[src/rtl/urna_apuracao_if.sv]
// Tally read-out bus: vote tallies and start request in, displayed entry and status out.
interface urna_apuracao_if;
  logic       Start;
  logic [7:0] C1;
  logic [7:0] C2;
  logic [7:0] C3;
  logic [7:0] C4;
  logic [7:0] Nulo;
  logic [2:0] Sel;
  logic [3:0] Hundreds;
  logic [3:0] Tens;
  logic [3:0] Units;
  logic [2:0] Winner;
  logic       Busy;
  logic       Done;

  modport master (
    output Start, C1, C2, C3, C4, Nulo,
    input  Sel, Hundreds, Tens, Units, Winner, Busy, Done
  );

  modport slave (
    input  Start, C1, C2, C3, C4, Nulo,
    output Sel, Hundreds, Tens, Units, Winner, Busy, Done
  );
endinterface

[src/rtl/urna_apuracao.sv]
// Ballot tally read-out: snapshots the tallies, picks the winner and shows each
// entry as BCD for DWELL_CYCLES cycles, converting each entry serially (double dabble).
module urna_apuracao #(
  parameter int unsigned DWELL_CYCLES = 50000000
) (
  input logic              Clock,
  input logic              Reset,
  urna_apuracao_if.slave   bus
);

  typedef enum logic [2:0] {IDLE, SNAP, CONV, SHOW, DONE} state_t;

  localparam logic [31:0] DWELL_LAST = 32'(DWELL_CYCLES - 32'd1);

  state_t      state;
  logic [7:0]  snap_c1, snap_c2, snap_c3, snap_c4, snap_nulo;
  logic [2:0]  idx;
  logic [7:0]  bin_sr;
  logic [11:0] bcd_sr;
  logic [3:0]  iter;
  logic [31:0] dwell;
  logic [2:0]  sel_q, winner_q;
  logic [3:0]  hund_q, tens_q, unit_q;
  logic        busy_q, done_q;

  logic [11:0] bcd_adj;
  logic [11:0] bcd_next;
  logic [7:0]  bin_next;
  logic [7:0]  next_val;
  logic [7:0]  cand [4];
  logic [7:0]  mx;
  logic [2:0]  hits;
  logic [2:0]  win_n;

  assign bus.Sel      = sel_q;
  assign bus.Hundreds = hund_q;
  assign bus.Tens     = tens_q;
  assign bus.Units    = unit_q;
  assign bus.Winner   = winner_q;
  assign bus.Busy     = busy_q;
  assign bus.Done     = done_q;

  // One double-dabble step: add 3 to any digit >= 5, then shift the next binary bit in.
  always_comb begin
    bcd_adj = bcd_sr;
    if (bcd_sr[3:0]  >= 4'd5) bcd_adj[3:0]  = bcd_sr[3:0]  + 4'd3;
    if (bcd_sr[7:4]  >= 4'd5) bcd_adj[7:4]  = bcd_sr[7:4]  + 4'd3;
    if (bcd_sr[11:8] >= 4'd5) bcd_adj[11:8] = bcd_sr[11:8] + 4'd3;
    bcd_next = {bcd_adj[10:0], bin_sr[7]};
    bin_next = {bin_sr[6:0], 1'b0};
  end

  // Entry following the one currently displayed.
  always_comb begin
    next_val = snap_nulo;
    case (sel_q)
      3'd0:    next_val = snap_c2;
      3'd1:    next_val = snap_c3;
      3'd2:    next_val = snap_c4;
      default: next_val = snap_nulo;
    endcase
  end

  always_comb begin
    cand[0] = snap_c1;
    cand[1] = snap_c2;
    cand[2] = snap_c3;
    cand[3] = snap_c4;
    mx      = '0;
    hits    = '0;
    win_n   = '0;
    for (int unsigned i = 0; i < 4; i++) begin
      if (cand[i] > mx) mx = cand[i];
    end
    for (int unsigned i = 0; i < 4; i++) begin
      if (cand[i] == mx) begin
        hits  = hits + 3'd1;
        win_n = 3'(i + 1);
      end
    end
    if (mx == '0 || hits != 3'd1) win_n = '0;
  end

  always_ff @(posedge Clock) begin
    if (Reset) begin
      state     <= IDLE;
      snap_c1   <= '0;
      snap_c2   <= '0;
      snap_c3   <= '0;
      snap_c4   <= '0;
      snap_nulo <= '0;
      idx       <= '0;
      bin_sr    <= '0;
      bcd_sr    <= '0;
      iter      <= '0;
      dwell     <= '0;
      sel_q     <= '0;
      winner_q  <= '0;
      hund_q    <= '0;
      tens_q    <= '0;
      unit_q    <= '0;
      busy_q    <= 1'b0;
      done_q    <= 1'b0;
    end else begin
      case (state)
        IDLE, DONE: begin
          if (bus.Start) begin
            snap_c1   <= bus.C1;
            snap_c2   <= bus.C2;
            snap_c3   <= bus.C3;
            snap_c4   <= bus.C4;
            snap_nulo <= bus.Nulo;
            busy_q    <= 1'b1;
            done_q    <= 1'b0;
            state     <= SNAP;
          end
        end
        SNAP: begin
          winner_q <= win_n;
          idx      <= '0;
          bin_sr   <= snap_c1;
          bcd_sr   <= '0;
          iter     <= '0;
          state    <= CONV;
        end
        CONV: begin
          if (iter != 4'd8) begin
            bcd_sr <= bcd_next;
            bin_sr <= bin_next;
            iter   <= iter + 4'd1;
          end else begin
            // Display registers change only here, so no partial result is ever visible.
            sel_q  <= idx;
            hund_q <= bcd_sr[11:8];
            tens_q <= bcd_sr[7:4];
            unit_q <= bcd_sr[3:0];
            dwell  <= '0;
            state  <= SHOW;
          end
        end
        SHOW: begin
          if (dwell == DWELL_LAST) begin
            if (sel_q < 3'd4) begin
              idx    <= sel_q + 3'd1;
              bin_sr <= next_val;
              bcd_sr <= '0;
              iter   <= '0;
              state  <= CONV;
            end else begin
              busy_q <= 1'b0;
              done_q <= 1'b1;
              state  <= DONE;
            end
          end else begin
            dwell <= dwell + 32'd1;
          end
        end
        default: state <= IDLE;
      endcase
    end
  end

endmodule
[src/flat_wrapper.sv]
// flat-port wrapper written by rule: the top's interface ports become plain ports
module urna_apuracao_flat 
#(
  parameter int unsigned DWELL_CYCLES = 50000000
)
  (Clock, Reset, bus_Start, bus_C1, bus_C2, bus_C3, bus_C4, bus_Nulo, bus_Sel, bus_Hundreds, bus_Tens, bus_Units, bus_Winner, bus_Busy, bus_Done);
  urna_apuracao_if bus_i ();
  input logic Clock;
  input logic Reset;
  input wire logic [$bits(bus_i.Start)-1:0] bus_Start;
  input wire logic [$bits(bus_i.C1)-1:0] bus_C1;
  input wire logic [$bits(bus_i.C2)-1:0] bus_C2;
  input wire logic [$bits(bus_i.C3)-1:0] bus_C3;
  input wire logic [$bits(bus_i.C4)-1:0] bus_C4;
  input wire logic [$bits(bus_i.Nulo)-1:0] bus_Nulo;
  output wire logic [$bits(bus_i.Sel)-1:0] bus_Sel;
  output wire logic [$bits(bus_i.Hundreds)-1:0] bus_Hundreds;
  output wire logic [$bits(bus_i.Tens)-1:0] bus_Tens;
  output wire logic [$bits(bus_i.Units)-1:0] bus_Units;
  output wire logic [$bits(bus_i.Winner)-1:0] bus_Winner;
  output wire logic [$bits(bus_i.Busy)-1:0] bus_Busy;
  output wire logic [$bits(bus_i.Done)-1:0] bus_Done;
  assign bus_i.Start = bus_Start;
  assign bus_i.C1 = bus_C1;
  assign bus_i.C2 = bus_C2;
  assign bus_i.C3 = bus_C3;
  assign bus_i.C4 = bus_C4;
  assign bus_i.Nulo = bus_Nulo;
  assign bus_Sel = bus_i.Sel;
  assign bus_Hundreds = bus_i.Hundreds;
  assign bus_Tens = bus_i.Tens;
  assign bus_Units = bus_i.Units;
  assign bus_Winner = bus_i.Winner;
  assign bus_Busy = bus_i.Busy;
  assign bus_Done = bus_i.Done;
  urna_apuracao #(.DWELL_CYCLES(DWELL_CYCLES)) u_core (.Clock(Clock), .Reset(Reset), .bus(bus_i));
endmodule
[config.mk]
export PLATFORM = sky130hd
export DESIGN_NAME = urna_apuracao_flat
export DESIGN_NICKNAME = d
export VERILOG_FILES = /design/src/rtl/urna_apuracao_if.sv /design/src/rtl/urna_apuracao.sv /design/src/flat_wrapper.sv
export SDC_FILE = /design/constraint.sdc
export NUM_CORES = 1
export LEC_CHECK = 0
export ABC_AREA = 1
export BUFFER_PORTS_ARGS = -buffer_cell sky130_fd_sc_hd__buf_2
export CORE_MARGIN = 3
export CORE_UTILIZATION = 59
export CTS_CLUSTER_SIZE = 16
export DETAILED_ROUTE_END_ITERATION = 6
export PLACE_DENSITY = 0.79
export SYNTH_ARGS = -nofsm -noshare
export SYNTH_HDL_FRONTEND = slang
export SYNTH_SLANG_ARGS = --single-unit
[constraint.sdc]
create_clock -name Clock -period 6.95 [get_ports Clock]
set_input_delay 0.695 -clock Clock [delete_from_list [all_inputs] [get_ports Clock]]
set_output_delay 0.695 -clock Clock [all_outputs]
set_load 0.02 [all_outputs]
### Yosys cells after proc, flatten, opt, wreduce, memory -nomap -nowiden

Index checks and enable logic that the tools add are counted.
Widths: inputs -> output; s select.

* bits in registers: 122
* logic and storage cells: 119
* memories kept: 0
* memory bits (read-only): 0
* output and inout port bits: 20
* bits in latches: 0
* input bits: 43
* RAM bits: 0

* shift operators: 0
* eq/ne operators: 20
* $mul: 0
* mux-type cells: 47
* reductions and logical operators: 16
* magnitude comparators: 8
* bitwise gates (word level): 1
* divide/modulo/power cells: 0
* $add $sub $neg: 9

Operator list (count)
* $mux 32: 2
* $pmux 32 s2: 1
* $mux 8: 7
* $pmux 8 s3: 2
* $mux 12: 3
* $mux 3: 12
* $pmux 12 s3: 1
* $add 32x1->32 const B: 1
* $eq 32x26->1 const B: 1
* $eq 8x8->1: 4
* $gt 8x8->1: 3
* $mux 4: 5
* $ge 4x3->1 const B: 3
* $pmux 3 s4: 1
* $pmux 4 s3: 1
* $add 3x1->3 const B: 3
* $eq 3x2->1 const B: 3
* $reduce_and 3->1: 3
* $add 4x2->4 const B: 2
* $gt 8x1->1 const B: 1
* $logic_not 8->1: 1
* $ne 2x2->1 const B: 4
* $reduce_and 4->1: 2
* $mux 1: 7
* 19 further kinds: 28

### Logic depth before layout (Yosys ltp)

Gate-level depths: netlist of run 1.

* depth in word-level cells: 19
* depth in mapped cells: 55
* gate-level depth less buffers: 53

### Worst setup path after synthesis of run 1

OpenSTA, ideal clock, no wires.

* path kind: reg2reg
* from: reg u_core.snap_c1[7]
* to: reg u_core.winner_q[0] (netlist: u_core.bus.Winner[0])
* path buffers: 3
* cell stages (with the launch flop): 49
* clock period less this slack: 5.339 ns
* library setup time: 0.070 ns
* path slack: 1.611 ns
* arrival: 5.269 ns
* data required time: 6.880 ns
* path through: dfxtp_1 > inv_1 > ha_1 > a21o_1 > nor2_2 > nand2_4 > nand2_4 > buf_8 > nand2_4 > nand2_1 > inv_1 > ha_1 > inv_1 > nor2_1 > o21ai_1 > nand2_1 > nand2_1 > nand2_2 > (+13 left out) > nand2_1 > nand2_1 > nand2_1 > nand3_1 > nor2_1 > nand2_1 > inv_1 > ha_1 > inv_1 > nand2_1 > nand2_2 > inv_1 > ha_1 > nor2_1 > nand2_1 > nand2_2 > nand3_1 > a21oi_1

* cells in the longest elaborated chain, start to end: 19
* elaborated cells between the ends (all ways): 26
* those cells by class: add/sub: 3; order compare: 4; eq/ne: 5; mux: 12; reduce/logical: 2

Ends and longest elaborated chain
* from (decl): RTL line urna_apuracao.sv:16 `logic [7:0] snap_c1, snap_c2, snap_c3, snap_c4, snap_nulo;`
* from (signal assigned): RTL line urna_apuracao.sv:108 `snap_c1 <= bus.C1;`
* $gt 8x1->1: RTL line urna_apuracao.sv:73 `if (cand[i] > mx) mx = cand[i];`
* $mux 8: RTL line urna_apuracao.sv:73
* $gt 8x8->1: RTL line urna_apuracao.sv:73
* $mux 8: RTL line urna_apuracao.sv:73
* $gt 8x8->1: RTL line urna_apuracao.sv:73
* $mux 8: RTL line urna_apuracao.sv:73
* $gt 8x8->1: RTL line urna_apuracao.sv:73
* $mux 8: RTL line urna_apuracao.sv:73
* (+3 left out)
* $mux 3: RTL line urna_apuracao.sv:76 `if (cand[i] == mx) begin`
* $add 3x1->3: RTL line urna_apuracao.sv:77 `hits = hits + 3'd1;`
* $mux 3: RTL line urna_apuracao.sv:76
* $add 3x1->3: RTL line urna_apuracao.sv:77
* $mux 3: RTL line urna_apuracao.sv:76
* $ne 3x1->1: RTL line urna_apuracao.sv:81 `if (mx == '0 || hits != 3'd1) win_n = '0;`
* $logic_or 1x1->1: RTL line urna_apuracao.sv:81
* $mux 3 (*): RTL line urna_apuracao.sv:81
* to (signal assigned): RTL line urna_apuracao.sv:119 `winner_q <= win_n;`
* to (decl): RTL line urna_apuracao.sv:22 `logic [2:0] sel_q, winner_q;`

Every way passes the cells marked *; elsewhere a longest branch is shown, timed or not.
A chain may end at the register's enable or synchronous reset.

### Worst setup path after layout of run 1

* from: reg u_core.snap_c1[7]
* to: reg u_core.winner_q[1] (netlist: u_core.bus.Winner[1])

The elaborated chain is that of the path after synthesis.

==> reports/metrics.yaml, run 1 <==
criticalPathCategory: "reg2reg"
r2r_slack_ns: 0.56
relSlewSlack: 0.346
dpl.hpwl_um: 16200
synth-async-reset-ratio: 0
avgSynthCellArea_um2: 6.90
final-setup-viol-count: 0
critPathCaptureType: "register"
ys_seq_area_frac: 0.307
clkLatencyLatePin_ns: 0.42
synth.distinct_cells: 52
crit_slowest_cell: "dfxtp_1"
place_area_mm2: 0.00828
synth_top_area_share: 0.307
synth_area_mm2: 0.00795
syn_nets: 1235
hp-class: "reg2reg"
gp_congestion: 1.03
yosys.area_share.simple: 0.354
finish.utilization: 0.695
finalCriticalPeriod_ns: 6.39
crit_path_start_kind: "register"
synth-seq-cells: 122
slowest_delay_ns: 0.45
grt.total_usage: 0.300
path_clk_slew_ns: 0.06
grt.overflow.total: 0
die_y_um: 122
nets: 1287
drv_cap: 0
synth_top_area_cell: "dfxtp_1"
numCtsBuffers: 17
wl_met2_um: 10200
whs_ns: 0.460
cts_max_path_buffers: 2
grt_max_degree: 73
synth_top_flop_cell: "dfxtp_1"
clock.fmax_ghz: 0.156
design_area_mm2: 0.00895
synth_fa_ha_area_frac: 0.0614
antenna-diode-count: 0
die_w_um: 122
dr_wl_met3_um: 1800
finalCritPeriodShare: 0.920
port-buffer-count: 62
tns_ns: 0
start_util: 0.618
synth-compound-area-share: 0.174
cts.sinks: 122
synthTopCellsByCount: "nand2_1 (243), dfxtp_1 (122), inv_1 (117)"
rows: 41
first_iter_violations: 820
synth-edff-count: 0
wl_per_cell_um: 16.1
ant_nets: 0
report.final.hold_viol_count: 0
rsz0062_at_grt: "false"
synth_xor_xnor_area_share: 0.0154
root_buffer: "clkbuf_16"
synth_top_family_by_area: "simple AND/OR/NAND/NOR gates"
grt_pass1_wl_um: 35400
routed_wl_um: 22400
synth_warnings: 0
slew_viol_final: 0
cp_max_fo: 16
outcome: "finished, final reports clean"
synth.most_common_cell: "nand2_1"
core_mm2: 0.0129
grt_pass1_vias: 7320
cts_tree: "yes"
worstPathArrival_ns: 6.74
drive_gt1_frac: 0.157
muxShareOfSynthArea: 0
syn_to_final_growth_pct: 12.5
viasPerCell: 5.88
drtPass1Iterations: 6
drcViolationCount: 0
crit_required_ns: 7.30
antenna_found_initial: 0
via_count: 8167
tightest_slew_ns: 0.980
die-area_mm2: 0.0149
htreeDepth: 4
synth_cells: 1153
critPathMostFrequentCell: "nand2_1"
num_io_pins: 63
skew_ns: 0.00704
wl_met1_um: 9710
routed.top_layer: "met4"
netlist_top_cells_area: "dfxtp_1 (31%), nand2_1 (11%), a21oi_1 (7.3%)"
-- state kept, by name, summed over array words and instances, names as in the netlist, 8 cells and up --
register	flops
u_core.dwell	32
u_core.snap_c1	8
u_core.snap_c3	8
u_core.bcd_sr	12
u_core.snap_c4	8
u_core.bin_sr	8
u_core.snap_nulo	8
u_core.snap_c2	8
-- layout make-up --
type / instances / area (um2)
inverter: 126 / 480
clock buffer: 21 / 470
multi-input combinational: 865 / 4840
timing repair buffer: 73 / 393
sequential: 122 / 2440
tap: 172 / 215
clock inverter: 11 / 109
fill: 1118 / 3930
-- cell usage in the layout (no fill, tap or decap), drive strengths merged, types with 3 or more instances in the layout --
| master | netlist | routed |
|---|---|---|
| nand3b | 7 | 7 |
| xor2 | 11 | 11 |
| nand3 | 126 | 126 |
| nand2 | 268 | 269 |
| xnor2 | 3 | 3 |
| inv | 125 | 129 |
| nor3 | 30 | 30 |
| ha | 39 | 39 |
| or2 | 8 | 8 |
| dfxtp | 122 | 122 |
| a211oi | 12 | 12 |
| o22ai | 10 | 10 |
| clkinv | 1 | 3 |
| nor4 | 21 | 21 |
| nor2 | 86 | 86 |
| clkbuf | 21 | 21 |
| o21ai | 89 | 89 |
| a41oi | 5 | 5 |
| a31oi | 6 | 6 |
| a221o | 4 | 4 |
| a21oi | 116 | 116 |
| buf | 20 | 73 |
| clkinvlp | 0 | 4 |
| nor3b | 3 | 3 |
| nand4 | 10 | 10 |
-- metal layers --
layer / up-vias / global-route usage
li1: 4036 / -
met4: 0 / 0.0994
met3: 63 / 0.0826
met2: 366 / 0.483
met1: 3702 / 0.389
met5: - / 0
-- per-stage QoR --
step / worst slack (ns) / instances
after floorplan: 1.61 / 1153
after global placement: 0.600 / 1350
after detailed placement: 0.322 / 1350
after CTS: 0.263 / 1382
after global routing: 0.00684 / 1390
final: 0.559 / 1390
-- cell families (layout without fill, tap and decap cells) --
kind of cell	count (synthesis)	after routing
and+or+nand+nor	560	561
AOI/OAI and AO/OA	251	251
buffers and inverters	167	231
DFF	122	122
adders and majority gates	39	39
xor gates and xnor gates	14	14
-- critical path, delay by kind of cell (launching register included) --
family | cells | cell delay, ns
flops | 1 | 0.45
simple gates | 29 | 3.25
fa+ha+maj | 5 | 1.48
compound gates | 3 | 0.48
buf+inv | 6 | 0.64
-- repair_timing --
item,CTS,global route
setup buffers,0,7
setup endpoints to repair,0,3
resized for setup,0,6
hold buffers,0,0
-- final timing paths --
| kind | cells after the start | to | start |
|---|---|---|---|
| worst min-delay path | 2 | u_core.idx[2] | u_core.idx[2] |
| worst max-delay path | 43 | u_core.bus.Winner[1] | u_core.snap_c1[7] |
| worst min register to register | 2 | u_core.idx[2] | u_core.idx[2] |
| worst max register to register | 43 | u_core.bus.Winner[1] | u_core.snap_c1[7] |
Power of run 1 is not shown: default switching activity piles up to over one toggle a cycle in this logic, so the estimate is an artifact.
==> run 2, diff against run 1 <==
PLACE_DENSITY = 0.78   (was 0.79)
clock period = 6.6 ns   (was 6.95 ns; I/O delays follow)
==> run 2 against run 1 <==
- clock skew increased by 0.0017 ns
- largest cell class unchanged
- non-clock buffer count increased by 6
- critical path depth increased by 1
- global-route usage increased by 1.1 points
- wire length increased by 1.2%
==> reports/metrics.yaml, run 2 (synthesis gave the netlist of run 1 again) <==
worstPathArrival_ns: 6.49
grt.overflow.total: 0
num_io_pins: 63
root_buffer: "clkbuf_16"
drive_gt1_frac: 0.165
drcViolationCount: 0
crit_required_ns: 6.94
cts_tree: "yes"
hold_buffers: 0
slew_viol_final: 0
die_w_um: 122
gp_congestion: 1.05
syn_to_final_growth_pct: 14.0
worstSetupStartpoint: "u_core.snap_c1[6]"
viasPerCell: 5.84
routed_wl_um: 22600
largest_reg_flops: 32
drtPass1Iterations: 5
layout_common_cells: "nand2_1 (240), dfxtp_1 (119), inv_1 (116), a21oi_1 (116), nand3_1 (107)"
rows: 41
path_clk_slew_ns: 0.06
grt_pass1_wl_um: 37100
cp_max_fo: 12
antenna_found_initial: 0
dp_cells: 1354
tightest_slew_ns: 0.906
r2r-start: "u_core.snap_c1[6]"
drv_cap: 0
clkLatencyLatePin_ns: 0.41
grt_max_degree: 57
regMostFlops: "u_core.dwell"
finalCriticalPeriod_ns: 6.15
grt_pass1_vias: 7526
hp-class: "reg2reg"
top_regs: "u_core.dwell x32, u_core.bcd_sr x12"
core_mm2: 0.0129
cts.sinks: 122
slowest_delay_ns: 0.42
outcome: "finished, final reports clean"
numCtsBuffers: 17
criticalPathCategory: "reg2reg"
nets: 1294
via_count: 8165
critPathCaptureType: "register"
finalCritPeriodShare: 0.932
report.final.hold_viol_count: 0
htreeDepth: 4
relSlewSlack: 0.395
cts_max_path_buffers: 2
crit_path_start_kind: "register"
die_y_um: 122
die-area_mm2: 0.0149
skew_ns: 0.00877
port-buffer-count: 62
grt.total_usage: 0.311
antenna-diode-count: 0
first_iter_violations: 716
wl_per_cell_um: 16.2
ant_nets: 0
dpl.hpwl_um: 16500
mostFrequentLayoutCell: "nand2_1"
final-setup-viol-count: 0
start_util: 0.618
crit_slowest_cell: "dfxtp_1"
hold_start: "u_core.idx[2]"
stdcell_count: 1397
critPathMostFrequentCell: "nand2_1"
clock.fmax_ghz: 0.163
## run 2: routing by layer
metal	up-vias	GRT usage	wire, um	part of all wire
met5	-	0	0	0
met4	0	0.134	726	0.032
met3	49	0.0599	1530	0.068
met2	353	0.500	10500	0.46
met1	3717	0.408	9870	0.44
li1	4046	-	-	-
## run 2: cell type report
type / count / area, um2
multi-input combinational: 866 / 4870
fill: 1099 / 3810
inverter: 126 / 485
tap: 172 / 215
clock buffer: 20 / 447
timing repair buffer: 79 / 458
sequential: 122 / 2450
clock inverter: 12 / 139
## run 2: repair_timing
| item | 4_1_cts | 5_1_grt |
|---|---|---|
| setup buffers | 0 | 9 |
| endpoints found under the setup margin | 0 | 3 |
| resized for setup | 0 | 20 |
## run 2: path summary, 6_finish.rpt
| check | slack, ns | end | cells past startpoint |
|---|---|---|---|
| max reg2reg | 0.45 | u_core.bus.Winner[1] | 44 |
| min reg2reg | 0.46 | u_core.idx[2] | 2 |
| max | 0.45 | u_core.bus.Winner[1] | 44 |
| min | 0.46 | u_core.idx[2] | 2 |
## run 2: per-stage QoR
step,setup WS (ns),cell area (um2),setup TNS [ns],hold slack [ns],utilization
CTS,0.138,8890,0,0.461,0.691
floorplan,1.26,7950,0,0.427,-
global placement,0.282,8310,0,0.447,0.645
global route,-0.00846,9070,-0.0155,0.472,0.704
finish,0.451,9070,0,0.464,0.704
detailed placement,0.184,8310,0,0.458,0.645
## run 2: worst max-delay path: cells and delay by family (launching register included)
| family | cells | cell delay, ns |
|---|---|---|
| buffers and inverters | 8 | 0.94 |
| adders and majority gates | 5 | 1.32 |
| and+or+nand+nor | 30 | 3.25 |
| DFF | 1 | 0.42 |
| AOI/OAI and AO/OA | 1 | 0.13 |
Power of run 2 is left out for the same reason.
==> run 3, diff against run 2 <==
RECOVER_POWER = 50   (was not set)
==> run 3 against run 2 <==
- global-route usage unchanged
- critical path depth down 1
- sequential share of layout area up 0.36 points
- fmax about the same
- non-clock buffer count unchanged
- clock skew up 0.0015 ns
- via count down 0.54%
- register-to-register slack about the same
- highest routed layer unchanged
==> reports/metrics.yaml, run 3 (synthesis gave the netlist of run 1 again) <==
outcome: "finished, final reports clean"
cts.sinks: 122
drv_cap: 0
report.final.hold_viol_count: 0
r2r-start: "u_core.snap_c1[6]"
antenna_found_initial: 0
port-buffer-count: 62
r2r_cells: 43
die_w_um: 122
r2r_end: "u_core.bus.Winner[1]"
dpl.hpwl_um: 16500
grt.total_usage: 0.311
cp_num_cells: 43
finish.utilization: 0.695
r2r_slack_ns: 0.45
regMostFlops: "u_core.dwell"
gp_congestion: 1.05
rows: 41
path_delay_family: "simple AND/OR/NAND/NOR gates"
criticalPathCategory: "reg2reg"
num_io_pins: 63
largest_reg_flops: 32
finalCritPeriodShare: 0.932
grt.overflow.total: 0
hp-class: "reg2reg"
wl_per_cell_um: 16.2
die_y_um: 122
hold_buffers: 0
drcViolationCount: 0
final-setup-viol-count: 0
grt_max_degree: 57
htreeDepth: 4
relSlewSlack: 0.0442
grt_pass1_wl_um: 37100
root_buffer: "clkbuf_16"
crit_required_ns: 6.94
cts_max_path_buffers: 2
top_regs: "u_core.dwell x32, u_core.bcd_sr x12"
crit_slowest_cell: "dfxtp_1"
grt_pass1_vias: 7526
via_count: 8121
routed_wl_um: 22600
worstSetupStartpoint: "u_core.snap_c1[6]"
path_clk_slew_ns: 0.06
critPathMostFrequentCell: "nand2_1"
antenna-diode-count: 0
slowest_delay_ns: 0.42
slew_viol_final: 0
drive_gt1_frac: 0.134
ant_nets: 0
nFillCells: 1117
cp_num_buf_inv: 8
numCtsBuffers: 17
nets: 1294
drtPass1Iterations: 7
worstPathArrival_ns: 6.49
start_util: 0.618
clkLatencyLatePin_ns: 0.42
syn_to_final_growth_pct: 12.5
finalCriticalPeriod_ns: 6.15
tightest_slew_ns: 1.43
clock.fmax_ghz: 0.163
crit_path_start_kind: "register"
cp_max_fo: 15
first_iter_violations: 693
design_area_mm2: 0.00895
tns_ns: 0
place_area_mm2: 0.00831
critPathCaptureType: "register"
die-area_mm2: 0.0149
crit_end: "u_core.bus.Winner[1]"
mostFrequentLayoutCell: "nand2_1"
layout_common_cells: "nand2_1 (242), inv_1 (121), dfxtp_1 (119)"
viasPerCell: 5.81
skew_ns: 0.0102
core_mm2: 0.0129
cts_tree: "yes"
[run 3: cell types whose count changed in the layout (fill, tap and decap cells not counted), sizes merged]
cell	delta
clkbuf	+20
buf	-20
[run 3: routing by layer]
| layer | track usage | vias to the layer above | share of wire |
|---|---|---|---|
| met2 | 0.500 | 347 | 0.46 |
| met5 | 0 | - | 0 |
| met1 | 0.408 | 3675 | 0.43 |
| met4 | 0.134 | 0 | 0.038 |
| met3 | 0.0599 | 68 | 0.072 |
| li1 | - | 4031 | - |
[run 3: stage by stage]
step           hold WS [ns]  setup slack (ns)  cells
4_1_cts               0.461             0.138   1386
6_report              0.464             0.448   1397
3_3_place_gp          0.447             0.282   1354
2_1_floorplan         0.427              1.26   1153
3_5_place_dp          0.458             0.184   1354
5_1_grt               0.472          -0.00846   1397
[run 3: how the worst min path moves through the flow]
stage                     cells past startpoint                   to           from
after floorplan                               2        u_core.idx[2]  u_core.idx[2]
after global placement                        2        u_core.idx[2]  u_core.idx[2]
after detailed placement                      2        u_core.idx[2]  u_core.idx[2]
after CTS                                     3  u_core.snap_nulo[2]    bus_Nulo[2]
after global routing                          3  u_core.snap_nulo[0]    bus_Nulo[0]
final                                         2        u_core.idx[2]  u_core.idx[2]
[run 3: repair_timing]
item,4_1_cts,5_1_grt
endpoints found under the setup margin,0,3
resized for setup,0,20
buffers inserted,0,9
[run 3: cell type report]
cell class | instances | area (um2) | share of cell area
multi-input cells | 866 | 4780 | 0.534
flip-flops and latches | 122 | 2450 | 0.274
inverters | 126 | 485 | 0.0543
clock buffers | 20 | 447 | 0.0499
repair buffers | 79 | 433 | 0.0484
well taps | 172 | 215 | 0.0241
clock inverters | 12 | 139 | 0.0155
[run 3: worst min-delay path, cell delays in order (launching register included)]
cell and delay, ns:
dfxtp_1 0.29, inv_1 0.06, a21oi_1 0.06
Power of run 3 is left out for the same reason.
